File: src/rtl/ov7670_pixel_bus_tx.sv
// OV7670-style pixel bus emulator: PCLK = CLOCK/2, VSYNC/HREF/D registered and updated only on PCLK falling ticks.
// No backpressure: runs free-running frames while EN is high; EN is honoured only between frames.
module ov7670_pixel_bus_tx #(
  parameter int H_ACTIVE      = 176,
  parameter int V_ACTIVE      = 144,
  parameter int VSYNC_TICKS   = 1536,
  parameter int V_BACK_TICKS  = 512,
  parameter int H_BLANK_TICKS = 144,
  parameter int V_FRONT_TICKS = 256
) (
  input  logic        CLOCK,
  input  logic        RESET,
  input  logic        EN,
  input  logic [1:0]  MODE,
  input  logic [15:0] COLOR,
  output logic        PCLK_OUT,
  output logic        VSYNC,
  output logic        HREF,
  output logic [7:0]  D,
  output logic        FRAME_DONE,
  output logic [7:0]  FRAME_CNT
);

  typedef enum logic [2:0] {IDLE, VS, VBP, ACT, HBL, VFP} state_t;

  localparam logic [15:0] VS_LAST   = 16'(VSYNC_TICKS - 1);
  localparam logic [15:0] VBP_LAST  = 16'(V_BACK_TICKS - 1);
  localparam logic [15:0] ACT_LAST  = 16'(2 * H_ACTIVE - 1);
  localparam logic [15:0] HBL_LAST  = 16'(H_BLANK_TICKS - 1);
  localparam logic [15:0] VFP_LAST  = 16'(V_FRONT_TICKS - 1);
  localparam logic [15:0] BAR_LAST  = 16'(H_ACTIVE / 8 - 1);
  localparam logic [15:0] LINE_LAST = 16'(V_ACTIVE - 1);

  state_t      state_q, state_d;
  logic [15:0] cnt_q, cnt_d;
  logic [15:0] line_q, line_d;
  logic [2:0]  bar_q, bar_d;
  logic [15:0] barw_q, barw_d;
  logic [1:0]  mode_q, mode_d;
  logic [15:0] color_q, color_d;
  logic        pclk_q, pclk_d;
  logic        vsync_q, vsync_d;
  logic        href_q, href_d;
  logic [7:0]  dat_q, dat_d;
  logic        done_q, done_d;
  logic [7:0]  fcnt_q, fcnt_d;
  logic [15:0] pix;
  logic [7:0]  x;

  function automatic logic [15:0] bar_color(input logic [2:0] b);
    case (b)
      3'd0:    bar_color = 16'hFFFF;
      3'd1:    bar_color = 16'hFFE0;
      3'd2:    bar_color = 16'h07FF;
      3'd3:    bar_color = 16'h07E0;
      3'd4:    bar_color = 16'hF81F;
      3'd5:    bar_color = 16'hF800;
      3'd6:    bar_color = 16'h001F;
      default: bar_color = 16'h0000;
    endcase
  endfunction

  always_comb begin
    state_d = state_q;
    cnt_d   = cnt_q;
    line_d  = line_q;
    bar_d   = bar_q;
    barw_d  = barw_q;
    mode_d  = mode_q;
    color_d = color_q;
    pclk_d  = ~pclk_q;
    vsync_d = vsync_q;
    href_d  = href_q;
    dat_d   = dat_q;
    done_d  = 1'b0;
    fcnt_d  = fcnt_q;
    pix     = 16'h0000;
    x       = 8'h00;

    // A tick is the edge where PCLK falls; all bus state advances only here.
    if (pclk_q) begin
      cnt_d = cnt_q + 16'd1;
      case (state_q)
        IDLE: begin
          cnt_d = 16'd0;
          if (EN) begin
            state_d = VS;
            mode_d  = MODE;
            color_d = COLOR;
          end
        end
        VS: if (cnt_q == VS_LAST) begin
          state_d = VBP;
          cnt_d   = 16'd0;
        end
        VBP: if (cnt_q == VBP_LAST) begin
          state_d = ACT;
          cnt_d   = 16'd0;
          line_d  = 16'd0;
          bar_d   = 3'd0;
          barw_d  = 16'd0;
        end
        ACT: begin
          if (cnt_q == ACT_LAST) begin
            state_d = HBL;
            cnt_d   = 16'd0;
          end else if (cnt_q[0]) begin
            // Second byte of a pixel done: step the bar width counter.
            if (barw_q == BAR_LAST) begin
              barw_d = 16'd0;
              bar_d  = bar_q + 3'd1;
            end else begin
              barw_d = barw_q + 16'd1;
            end
          end
        end
        HBL: if (cnt_q == HBL_LAST) begin
          cnt_d  = 16'd0;
          bar_d  = 3'd0;
          barw_d = 16'd0;
          if (line_q == LINE_LAST) begin
            state_d = VFP;
          end else begin
            state_d = ACT;
            line_d  = line_q + 16'd1;
          end
        end
        VFP: if (cnt_q == VFP_LAST) begin
          cnt_d  = 16'd0;
          done_d = 1'b1;
          fcnt_d = fcnt_q + 8'd1;
          if (EN) begin
            state_d = VS;
            mode_d  = MODE;
            color_d = COLOR;
          end else begin
            state_d = IDLE;
          end
        end
        default: state_d = IDLE;
      endcase

      x = cnt_d[8:1];
      case (mode_d)
        2'd0:    pix = color_d;
        2'd1:    pix = bar_color(bar_d);
        2'd2:    pix = {x[7:3], 6'b000000, line_d[7:3]};
        default: pix = (x[3] ^ line_d[3]) ? 16'hFFFF : 16'h0000;
      endcase

      vsync_d = (state_d == VS);
      href_d  = (state_d == ACT);
      dat_d   = href_d ? (cnt_d[0] ? pix[7:0] : pix[15:8]) : 8'h00;
    end
  end

  always_ff @(posedge CLOCK or negedge RESET) begin
    if (!RESET) begin
      state_q <= IDLE;
      cnt_q   <= 16'd0;
      line_q  <= 16'd0;
      bar_q   <= 3'd0;
      barw_q  <= 16'd0;
      mode_q  <= 2'd0;
      color_q <= 16'h0000;
      pclk_q  <= 1'b0;
      vsync_q <= 1'b0;
      href_q  <= 1'b0;
      dat_q   <= 8'h00;
      done_q  <= 1'b0;
      fcnt_q  <= 8'd0;
    end else begin
      state_q <= state_d;
      cnt_q   <= cnt_d;
      line_q  <= line_d;
      bar_q   <= bar_d;
      barw_q  <= barw_d;
      mode_q  <= mode_d;
      color_q <= color_d;
      pclk_q  <= pclk_d;
      vsync_q <= vsync_d;
      href_q  <= href_d;
      dat_q   <= dat_d;
      done_q  <= done_d;
      fcnt_q  <= fcnt_d;
    end
  end

  assign PCLK_OUT   = pclk_q;
  assign VSYNC      = vsync_q;
  assign HREF       = href_q;
  assign D          = dat_q;
  assign FRAME_DONE = done_q;
  assign FRAME_CNT  = fcnt_q;

endmodule

File: config.mk
export PLATFORM = sky130hd
export DESIGN_NAME = ov7670_pixel_bus_tx
export DESIGN_NICKNAME = d
export VERILOG_FILES = /design/src/rtl/ov7670_pixel_bus_tx.sv
export SDC_FILE = /design/constraint.sdc
export NUM_CORES = 1
export LEC_CHECK = 0
export CAP_MARGIN = 20
export CORE_MARGIN = 3
export CORE_UTILIZATION = 35
export DETAILED_ROUTE_END_ITERATION = 12
export PLACE_DENSITY_LB_ADDON = 0.3
export SYNTH_ARGS = -nofsm -noshare
export SYNTH_HDL_FRONTEND = slang
export SYNTH_SLANG_ARGS = --single-unit
File: constraint.sdc
create_clock -name CLOCK -period 7.3 [get_ports CLOCK]
set_clock_uncertainty 0.05 [all_clocks]
set_input_delay 1.095 -clock CLOCK [delete_from_list [all_inputs] [get_ports CLOCK]]
set_output_delay 1.095 -clock CLOCK [all_outputs]
set_load 0.1 [all_outputs]
-- After elaboration in Yosys (flattened, before gate mapping)
Index checks and enable logic that the tools add are counted.
- word-level logic and storage cells: 108
- flip-flop bits (word level): 92
- output and inout port bits: 20
- equal/unequal tests: 30
- reductions and logical operators: 7
- mux-type cells: 50
- $add $sub $neg: 5
- bitwise gates (word level): 2
- operators with widths (operator ; number):
    16-bit 2-to-1 mux ; 18
    16-bit case mux with 7 select lines ; 1
    16-bit case mux with 3 select lines ; 2
    16-bit case mux with 6 select lines ; 1
    16-bit case mux with 2 select lines ; 2
    16-bit by 1-bit adder with 16-bit output, second input constant ; 3
    16-bit by 8-bit == test with 1-bit output, second input constant ; 3
    3-bit 2-to-1 mux ; 14
    16-bit by 9-bit == test with 1-bit output, second input constant ; 2
    3-bit case mux with 6 select lines ; 1
    16-bit by 11-bit == test with 1-bit output, second input constant ; 1
    16-bit by 5-bit == test with 1-bit output, second input constant ; 1
    8-bit 2-to-1 mux ; 2
    3-bit by 2-bit == test with 1-bit output, second input constant ; 5
    3-bit == test, second input constant ; 5
    3-bit by 1-bit == test with 1-bit output, second input constant ; 3
    3-bit != test, second input constant ; 3
    3-bit case mux with 3 select lines ; 1
    8-bit by 1-bit adder with 8-bit output, second input constant ; 1
    2-bit != test, second input constant ; 4
    3-bit zero test ; 2
    2-bit 2-to-1 mux ; 3
    6-bit AND reduction ; 1
    5-bit AND reduction ; 1
    other kinds (11) ; 14

-- Longest topological paths before layout
Gate-level depths: netlist (run 1).
- word-level depth: 11
- mapped depth: 11
- gate-level depth less buffers: 10

-- Least setup slack after synthesis (run 1)
Ideal clock, no wire load.
- path type: register -> register
- start: reg cnt_q[9]
- end: reg cnt_q[10]
- data arrival time: 2656 ps
- cell stages (with the launch flop): 12
- library setup time: 132 ps
- path buffers: 4
- clock period less this slack: 2838 ps
- slack: 4462 ps
- data required time: 7118 ps
- path through: dfrtp_1 or4_1 buf_6 or4_1 buf_2 a21boi_2 and2_1 buf_4 buf_2 a21oi_1 o21ai_0 o31ai_1
- word-level cells in the longest chain between the ends: 4
- RTL lines (item ; RTL line ; RTL):
    start, declared ; 35 ; logic [15:0] cnt_q, cnt_d;
    start signal, assigned ; 174 ; cnt_q <= cnt_d;
    16-bit by 1-bit adder with 16-bit output, or another cell as far along ; 82 ; cnt_d = cnt_q + 16'd1;
    16-bit 2-to-1 mux, on equally long branches ; -- ;
    16-bit case mux with 6 select lines (*) ; 83 ; case (state_q)
    16-bit 2-to-1 mux (*) ; 81 ; if (pclk_q) begin
Mark *: on every way between the ends. The rest lies on a longest branch, timed or not. The select of a mux whose other input is x is not followed.
A chain may end at the register's enable or synchronous reset.

-- Final worst setup path (run 1)
- start: reg cnt_q[0]
- end: reg cnt_q[3]
Same word-level chain as after synthesis.

==> metrics.cfg, run 1 <==
[status]
outcome=complete, no violations

[sta]
final-setup-viol-count=0
period_needed_ns=3.79
tns_ns=0
rsz0062_at_grt=no
period_share_pct=51.9
fmax_mhz=264
finalMaxSlewViolations=0
tightest_slew_ns=1.14
finalHoldViolCount=0
relSlewSlack_pct=24.2
holdWs_ns=0.421

[die]
io_pins=41
start_util_pct=35.9
num_rows=45
die_width_um=131
die_h_um=131
die_area_um2=17200
core_area_um2=15300

[cts]
cts_root_buffer=clkbuf_16
postCtsSetupBuffers=0
tritoncts=yes
cts_resized=0
cts.sinks=92
cts-hold-fix-buffers=0
path_clk_slew_ns=0.07
cts_buffers=9
htreeDepth=3
clock_path_buffers=2
clock_latency_ns=0.36

[setup_path]
worst_r2r_endpoint=cnt_q[3]
setup.worst_path.end_class=flop
rr_worst_depth=8
startpoint_type=flop
r2r-start=cnt_q[0]
critPathRequiredTime_ns=7.46
r2r_slack_ns=3.51
cp_max_fo=21
worstSetupPathType=reg2reg
worstPathArrival_ns=3.95

[yosys]
synth_enable_flop_cells=0
yosysTopAreaCell=dfrtp_1
synth_top_area_share_pct=42.1
synth_area_leaders=dfrtp_1, nand2_1, o21ai_0
synth_fp_nets=638
synth_cell_types=74
synth_ff_type=dfrtp_1
avgSynthCellArea_um2=8.96
synth_common_cells=dfrtp_1, nand2_1, o21ai_0, nor2_1, a21oi_1
yosysSeqAreaShare_pct=42.1
ys_async_sr_fraction_pct=100
synth_warnings=0
ys_seq_elements=92
syn_area_um2=5470
synth.most_common_cell=dfrtp_1
syn_inst=611

[place]
io_buffers=40
place_area_um2=6020
dpl.cell_count=833
gp_congestion=0.855
dpl.hpwl_mm=9.65

[global_routing]
grt_max_degree=76
gr-total-overflow=0
first_global_vias=4580
antenna_found_initial=0
grt_usage_pct=16.7
grt_pass1_wl_mm=23.1

[power]
power.density_nw_per_um2=158
internal_power_mw=0.763
power.switching_mw=0.232
seq_power_share_pct=51.2
p_comb_share_pct=2.5
leakage_nw=2.72
p_sw_share_pct=23.3
vdd_drop_max_uv=134
clkPwrFrac_pct=46.4

[hold_path]
worst_hold_path.endpoint=FRAME_CNT[7]
min_from=FRAME_CNT[7]
hp-class=reg2reg
hold_depth=1

[route]
drt-total-wl_mm=13.7
via_per_inst=5.58
drc=0
dr_total_vias=4739
drt-initial-drc-count=335
firstDrtPassIters=5
drtAntennaViolNets=0
avgRoutedWirePerCell_um=16.2

[final_layout]
final_layout_size_suffix_gt1_share_pct=9.56
fin_cells=849
nFillCells=1489
fin_util_pct=41.3
diodes=0
layout.nets=660
area_growth_pct=15.2
final_cell_area_um2=6300

[job]
drv_cap=0

==> layout by cell type (no fill, tap or decap), types with 3 or more instances in the layout <==
cell type,netlist,layout
a31oi_1,12,12
o21ai_0,51,51
clkdlybuf4s50_1,0,39
nor4_1,11,11
nand3_1,19,19
xnor2_1,11,11
and4_1,3,3
nor2_1,45,45
o22ai_1,3,3
clkbuf_16,0,9
dfrtp_1,92,92
mux2i_1,17,17
o32ai_1,7,7
buf_4,1,5
a211oi_1,3,3
nand3b_1,5,5
nand2_1,82,82
nand4_1,6,6
mux2_2,21,21
nor2b_1,6,6
nor3_1,13,13
o31ai_1,7,7
xor2_1,10,10
nand2b_1,8,8
inv_6,0,3
and3_1,23,23
a21oi_1,34,34
ha_1,6,6
or3_1,9,9
or4_1,4,4
inv_1,11,11
==> how the worst max path moves through the flow <==
stage / start / to
6_report: cnt_q[0] / cnt_q[3]
5_1_grt: cnt_q[0] / D[5]
4_1_cts: cnt_q[0] / cnt_q[3]
3_5_place_dp: EN / D[3]
3_3_place_gp: EN / D[3]
2_1_floorplan: cnt_q[9] / cnt_q[10]
==> critical path, cell delays in order (launching register included) <==
cell and delay, ns:
dfrtp_1 0.59, ha_1 0.30, nand4_1 0.30, nor3_1 0.69, a211o_1 0.26, a21boi_2 0.22, and2_1 0.64, nand2b_1 0.43
o21ai_0 0.16
==> registers in the layout (all words and copies together), names as in the netlist, 2 cells and up <==
signal / cells
color_q: 16
barw_q: 16
line_q: 16
mode_q: 2
bar_q: 3
state_q: 3
FRAME_CNT: 8
D: 8
cnt_q: 16
==> area by class of cell <==
cell class | instances | area (um2) | share of cell area [%]
clock inverters | 6 | 46.3 | 0.734
repair buffers | 44 | 428 | 6.79
inverters | 12 | 45.0 | 0.715
flip-flops and latches | 92 | 2300 | 36.5
well taps | 211 | 264 | 4.19
clock buffers | 10 | 239 | 3.79
multi-input cells | 474 | 2980 | 47.3
==> through the flow <==
| stage | power [mW] | setup WS, ns |
|---|---|---|
| 5_1_grt | 1.03 | 3.18 |
| 6_report | 0.995 | 3.51 |
| 3_3_place_gp | 0.544 | 3.54 |
| 3_5_place_dp | 0.545 | 3.38 |
| 4_1_cts | 1.01 | 3.57 |
| 2_1_floorplan | 0.522 | 4.46 |
==> layer usage <==
layer  up-vias  global-route usage (%)  share of wire, %
met5         -                       0                 0
met4         0                    5.75               1.9
met3        23                    3.44               4.7
met2       122                    25.5                46
met1      2307                    23.5                47
li1       2287                       -                 -
==> kinds of logic (layout without fill, tap and decap cells) <==
family          after synthesis  after routing  share of synthesized area, %
simple gates                259            259                          24.9
xor+xnor                     21             21                          3.36
compound gates              150            150                          17.3
flops                        92             92                          42.1
fa+ha+maj                     6              6                          1.37
mux                          38             38                          7.43
buf+inv                      45             72                          3.59
==> power by group through the flow <==
stage | clock [mW] | combinational, mW | sequential (mW)
after floorplan | 0 | 0.00223 | 0.519
after global placement | 0 | 0.0252 | 0.519
after detailed placement | 0 | 0.0254 | 0.519
after CTS | 0.472 | 0.0255 | 0.509
after global routing | 0.494 | 0.0276 | 0.509
final | 0.461 | 0.0244 | 0.509
Note: power is estimated with default switching activity, not from simulation.
==> inputs of run 2 (changes only) <==
==> constraint.sdc (replaced) <==
create_clock -name CLOCK -period 3.5 [get_ports CLOCK]
set_clock_uncertainty 0.05 [all_clocks]
set_input_delay 0.525 -clock CLOCK [delete_from_list [all_inputs] [get_ports CLOCK]]
set_output_delay 0.525 -clock CLOCK [all_outputs]
set_load 0.1 [all_outputs]
==> run 2 against run 1 <==
  * First-iteration DRC count rose by 18%
  * Sequential share of layout area fell by 0.49 points
  * Wire length rose by 3.7%
  * Count of clock-buffer cells in the layout did not move
  * Flip-flop and latch count did not move
  * Core utilization rose by 0.56 points
  * Maximum frequency rose by 14%
  * Via count rose by 1.1%
  * Clock power rose by 120%
  * Sequential power rose by 110%
  * Critical endpoint is now D[5]
  * Largest power group unchanged
==> metrics.cfg, run 2 (synthesis gave the netlist of run 1 again) <==
[global_routing]
antenna_found_initial=0  ; unchanged
gr-total-overflow=0  ; unchanged
first_global_vias=4452  ; -2.8%
grt_usage_pct=17.1  ; +0.37 points
grt_max_degree=49  ; -36%
grt_pass1_wl_mm=23.2  ; +0.75%

[place]
io_buffers=40  ; unchanged
dpl.hpwl_mm=10.1  ; +5.0%
gp_congestion=0.968  ; +13%

[setup_path]
worstSetupPathType=reg2reg
setup.worst_path.end_class=flop
startpoint_type=flop
worstPathArrival_ns=3.48  ; -0.47 ns
cp_max_fo=8  ; -62%
critPathRequiredTime_ns=3.65  ; -3.81 ns

[final_layout]
final_layout_size_suffix_gt1_share_pct=10.8  ; +1.3 points
layout.nets=669  ; +1.4%
final_cell_mix=dfrtp_1, nand2_1, o21ai_0
nFillCells=1513  ; +1.6%
fin_util_pct=41.9  ; +0.56 points
final_common_cell=dfrtp_1
area_growth_pct=16.7
diodes=0  ; unchanged

[power]
power.density_nw_per_um2=330  ; +110%
vdd_drop_max_uv=201  ; +50%
leakage_nw=2.78  ; +2.0%

[route]
drt-initial-drc-count=396  ; +18%
drc=0  ; unchanged
avgRoutedWirePerCell_um=16.6  ; +2.6%
drtAntennaViolNets=0  ; unchanged
firstDrtPassIters=5  ; unchanged
drt-total-wl_mm=14.3  ; +3.7%
dr_total_vias=4793  ; +1.1%
via_per_inst=5.59  ; about the same

[die]
core_area_um2=15300  ; unchanged
num_rows=45  ; unchanged
start_util_pct=35.9  ; unchanged
die_area_um2=17200  ; unchanged
die_width_um=131  ; unchanged
die_h_um=131  ; unchanged
io_pins=41  ; unchanged

[sta]
relSlewSlack_pct=34.3  ; +10 points
final-setup-viol-count=0  ; unchanged
finalHoldViolCount=0  ; unchanged
fmax_mhz=300  ; +14%
finalMaxSlewViolations=0  ; unchanged
tns_ns=0  ; unchanged
rsz0062_at_grt=no
tightest_slew_ns=0.983  ; -0.154 ns
period_needed_ns=3.33  ; -0.461 ns
period_share_pct=95.1  ; +43 points

[cts]
cts_root_buffer=clkbuf_16
path_clk_slew_ns=0.07  ; about the same
cts_buffers=9  ; unchanged
cts-hold-fix-buffers=0  ; unchanged
cts.sinks=92  ; unchanged
clock_path_buffers=2  ; unchanged
tritoncts=yes
cts_resized=0  ; unchanged
postCtsSetupBuffers=0  ; unchanged
clock_latency_ns=0.36  ; about the same
htreeDepth=3  ; unchanged

[hold_path]
hp-class=in2async

[job]
drv_cap=0  ; unchanged

[status]
outcome=complete, no violations

run 2: worst paths after layout:
kind	cells past startpoint	slack [ns]	end	startpoint
min	1	0.13	FRAME_CNT[4]	RESET
min reg2reg	1	0.42	FRAME_CNT[7]	FRAME_CNT[7]
min in group CLOCK	1	0.42	FRAME_CNT[7]	FRAME_CNT[7]
max	8	0.17	D[5]	cnt_q[9]
max reg2reg	8	0.17	D[5]	cnt_q[9]
max in group asynchronous	2	2.58	color_q[8]	RESET
run 2: layout make-up:
type	count	area (um2)	share of cell area, %
Sequential cell	92	2300	36.0
Timing Repair Buffer	53	505	7.91
Multi-Input combinational cell	474	2980	46.6
Clock buffer	10	229	3.58
Inverter	12	45.0	0.705
Tap cell	211	264	4.13
Clock inverter	6	63.8	0.999
run 2: critical path: stages (launching register included):
cell and delay (ns):
dfrtp_1 0.43, or4_1 0.72, nor4_4 0.45, nand2_1 0.10, a31oi_1 0.35, a311oi_1 0.31
xor2_1 0.23, o21ai_2 0.37, o32ai_1 0.17
run 2: routing by layer:
layer | vias up | global-route usage, % | share of wire (%)
li1 | 2298 | - | -
met1 | 2336 | 24.7 | 48
met2 | 136 | 25.2 | 45
met3 | 23 | 2.76 | 5.1
met4 | 0 | 7.20 | 2.3
met5 | - | 0 | 0
run 2: stage by stage:
| step | hold slack, ns | cell area (um2) | power [mW] | worst slack [ns] | instances |
|---|---|---|---|---|---|
| global route | 0.187 | 6390 | 2.18 | 0.0123 | 858 |
| finish | 0.130 | 6390 | 2.11 | 0.172 | 858 |
| floorplan | 0.179 | 5470 | 1.09 | 0.662 | 611 |
| detailed placement | 0.417 | 6100 | 1.14 | 0.246 | 842 |
| global placement | 0.412 | 6100 | 1.14 | 0.283 | 842 |
| CTS | 0.157 | 6390 | 2.14 | 0.239 | 858 |
run 2: power breakdown:
part | internal [mW] | switching (mW)
Clock | 0.554 | 0.438
Combinational | 0.0232 | 0.0298
Sequential | 1.06 | 0
==> inputs of run 3 (changes only) <==
--- a/config.mk
+++ b/config.mk
@@ -9,6 +9,7 @@
 export CORE_MARGIN = 3
 export CORE_UTILIZATION = 35
 export DETAILED_ROUTE_END_ITERATION = 12
+export HOLD_SLACK_MARGIN = 0.08
 export PLACE_DENSITY_LB_ADDON = 0.3
 export SYNTH_ARGS = -nofsm -noshare
 export SYNTH_HDL_FRONTEND = slang
==> constraint.sdc (replaced) <==
create_clock -name CLOCK -period 2.73 [get_ports CLOCK]
set_clock_uncertainty 0.05 [all_clocks]
set_input_delay 0.4095 -clock CLOCK [delete_from_list [all_inputs] [get_ports CLOCK]]
set_output_delay 0.4095 -clock CLOCK [all_outputs]
set_load 0.1 [all_outputs]
==> run 3 against run 2 <==
  * Non-clock buffer count is 115 higher
  * The run now ends with negative setup slack left
  * Flip-flop and latch count unchanged
  * Global-route usage is 1.8 points higher
  * Critical path depth increased by 4
==> metrics.cfg, run 3 (synthesis gave the netlist of run 1 again) <==
[setup_path]
r2r_slack_ns=-0.15  ; -0.32 ns
r2r-start=cnt_q[12]
critPathCapture=D[7]
worst_r2r_endpoint=D[7]
cp_max_fo=6  ; -2
cp-startpoint=cnt_q[12]
critPathRequiredTime_ns=2.88  ; -0.77 ns
rr_worst_depth=12  ; +4
startpoint_type=flop
setup.worst_path.end_class=flop
worstSetupPathType=reg2reg
worstPathArrival_ns=3.03  ; -0.45 ns

[sta]
tightest_slew_ns=0.577  ; -0.406 ns
final-setup-viol-count=30  ; +30
period_share_pct=105  ; +10 points
fmax_mhz=348  ; +16%
period_needed_ns=2.88  ; -0.453 ns
finalMaxSlewViolations=0  ; unchanged
rsz0062_at_grt=yes
final.setup.worst_slack_ns=-0.145  ; -0.317 ns
relSlewSlack_pct=61.5  ; +27 points
finalHoldViolCount=0  ; unchanged

[route]
via_per_inst=5.51  ; -1.4%
firstDrtPassIters=5  ; unchanged
drt-total-wl_mm=16.1  ; +13%
drt-initial-drc-count=404  ; +2.0%
drc=0  ; unchanged
avgRoutedWirePerCell_um=16.6  ; -0.27%
drtAntennaViolNets=0  ; unchanged
dr_total_vias=5365  ; +12%

[final_layout]
layout.nets=785  ; +17%
diodes=0  ; unchanged
nFillCells=1340  ; -11%
area_growth_pct=44.1
fin_cells=974  ; +14%
final_common_cell=buf_4
final_layout_size_suffix_gt1_share_pct=35.3  ; +24 points
final_cell_mix=buf_4, dfrtp_1, nand2_1

[hold_path]
hold_depth=1
hp-class=reg2reg

[power]
power.density_nw_per_um2=350  ; +6.1%
p_total_mw=2.76  ; +31%
vdd_drop_max_uv=208  ; +3.0%
leakage_nw=3.53  ; +27%

[cts]
cts.sinks=92  ; unchanged
cts_root_buffer=clkbuf_16
tritoncts=yes
cts_buffers=9  ; unchanged
path_clk_slew_ns=0.06  ; about the same
clock_path_buffers=2  ; unchanged
clock_latency_ns=0.34  ; -0.02 ns
htreeDepth=3  ; unchanged

[place]
io_buffers=40  ; unchanged
dpl.cell_count=933  ; +11%
post-place-ws_ns=-0.281  ; -0.527 ns
gp_congestion=0.922  ; -4.8%
dpl.hpwl_mm=11.2  ; +11%

[die]
core_area_um2=15300  ; unchanged
num_rows=45  ; unchanged
die_width_um=131  ; unchanged
die_area_um2=17200  ; unchanged
io_pins=41  ; unchanged
start_util_pct=35.9  ; unchanged
die_h_um=131  ; unchanged

[global_routing]
antenna_found_initial=0  ; unchanged
grt_max_degree=52  ; +6.1%
grt_usage_pct=18.9  ; +1.8 points
first_global_vias=5288  ; +19%
gr-total-overflow=0  ; unchanged
grt_pass1_wl_mm=25.9  ; +11%

[job]
drv_cap=0  ; unchanged

[status]
violations=negative setup slack
outcome=finished, violations left

-- run 3: changes by cell type in the layout (fill, tap and decap cells not counted), moves of 4 or more --
| cell | change |
|---|---|
| a21oi_1 | -12 |
| a21oi_2 | +9 |
| buf_4 | +111 |
| buf_6 | +15 |
| clkbuf_8 | +4 |
| clkdlybuf4s50_1 | -19 |
| nor2_1 | -4 |
| nor2_4 | +4 |
| nor4_1 | -7 |
| nor4_4 | +4 |
| o21ai_0 | -21 |
| o21ai_1 | +17 |
| o32ai_1 | -7 |
| o32ai_2 | +6 |
-- run 3: area by class of cell --
type	count	area [um2]	area share [%]
clock buffer	13	280	3.55
clock inverter	3	42.5	0.539
inverter	12	45.0	0.571
multi-input combinational	475	3500	44.4
sequential	92	2300	29.2
tap	211	264	3.35
timing repair buffer	168	1450	18.4
-- run 3: power by group --
group / internal (mW) / total (mW) / switching, mW
clock: 0.808 / 1.33 / 0.519
sequential: 1.36 / 1.36 / 0
combinational: 0.0310 / 0.0722 / 0.0412
total: 2.20 / 2.76 / 0.560
-- run 3: critical path: stages, from the launching register on --
cell and delay (ns):
dfrtp_1 0.39, or4_4 0.56, buf_8 0.16, nor4_4 0.11, buf_4 0.16, buf_6 0.10, nand3b_1 0.12, a31oi_4 0.25
buf_6 0.15, and2_4 0.23, o32ai_2 0.14, nor4_4 0.19, o32ai_2 0.13
-- run 3: per-stage QoR --
stage / util (%) / TNS [ns] / hold WS, ns / cell area, um2
floorplan: - / 0 / 0.0639 / 5510
global placement: 44.4 / -1.25 / 0.386 / 6780
detailed placement: 44.4 / -3.36 / 0.392 / 6780
CTS: 48.8 / -0.442 / 0.430 / 7450
global route: 51.7 / -5.08 / 0.449 / 7890
finish: 51.7 / -1.78 / 0.423 / 7890
-- run 3: worst min-delay path by stage --
stage,from,slack [ns],end
finish,FRAME_CNT[7],0.42,FRAME_CNT[7]
global route,FRAME_CNT[7],0.45,FRAME_CNT[7]
CTS,FRAME_CNT[7],0.43,FRAME_CNT[7]
detailed placement,RESET,0.39,barw_q[6]
global placement,RESET,0.39,barw_q[6]
floorplan,RESET,0.06,D[0]
-- run 3: routing by layer --
layer  part of all wire, %  track usage (%)  vias to the layer above
li1                      -                -                     2539
met1                    44             24.4                     2600
met2                    48             30.7                      181
met3                   4.7             3.77                       45
met4                   2.9             8.23                        0
met5                     0                0                        -
-- run 3: repair_timing --
action,in CTS,in global routing
hold buffers,1,0
setup endpoints to repair,51,56
hold endpoints to repair,41,0
setup buffers,10,13
cloned,0,4
pin swaps,20,24
gates resized for setup,56,78
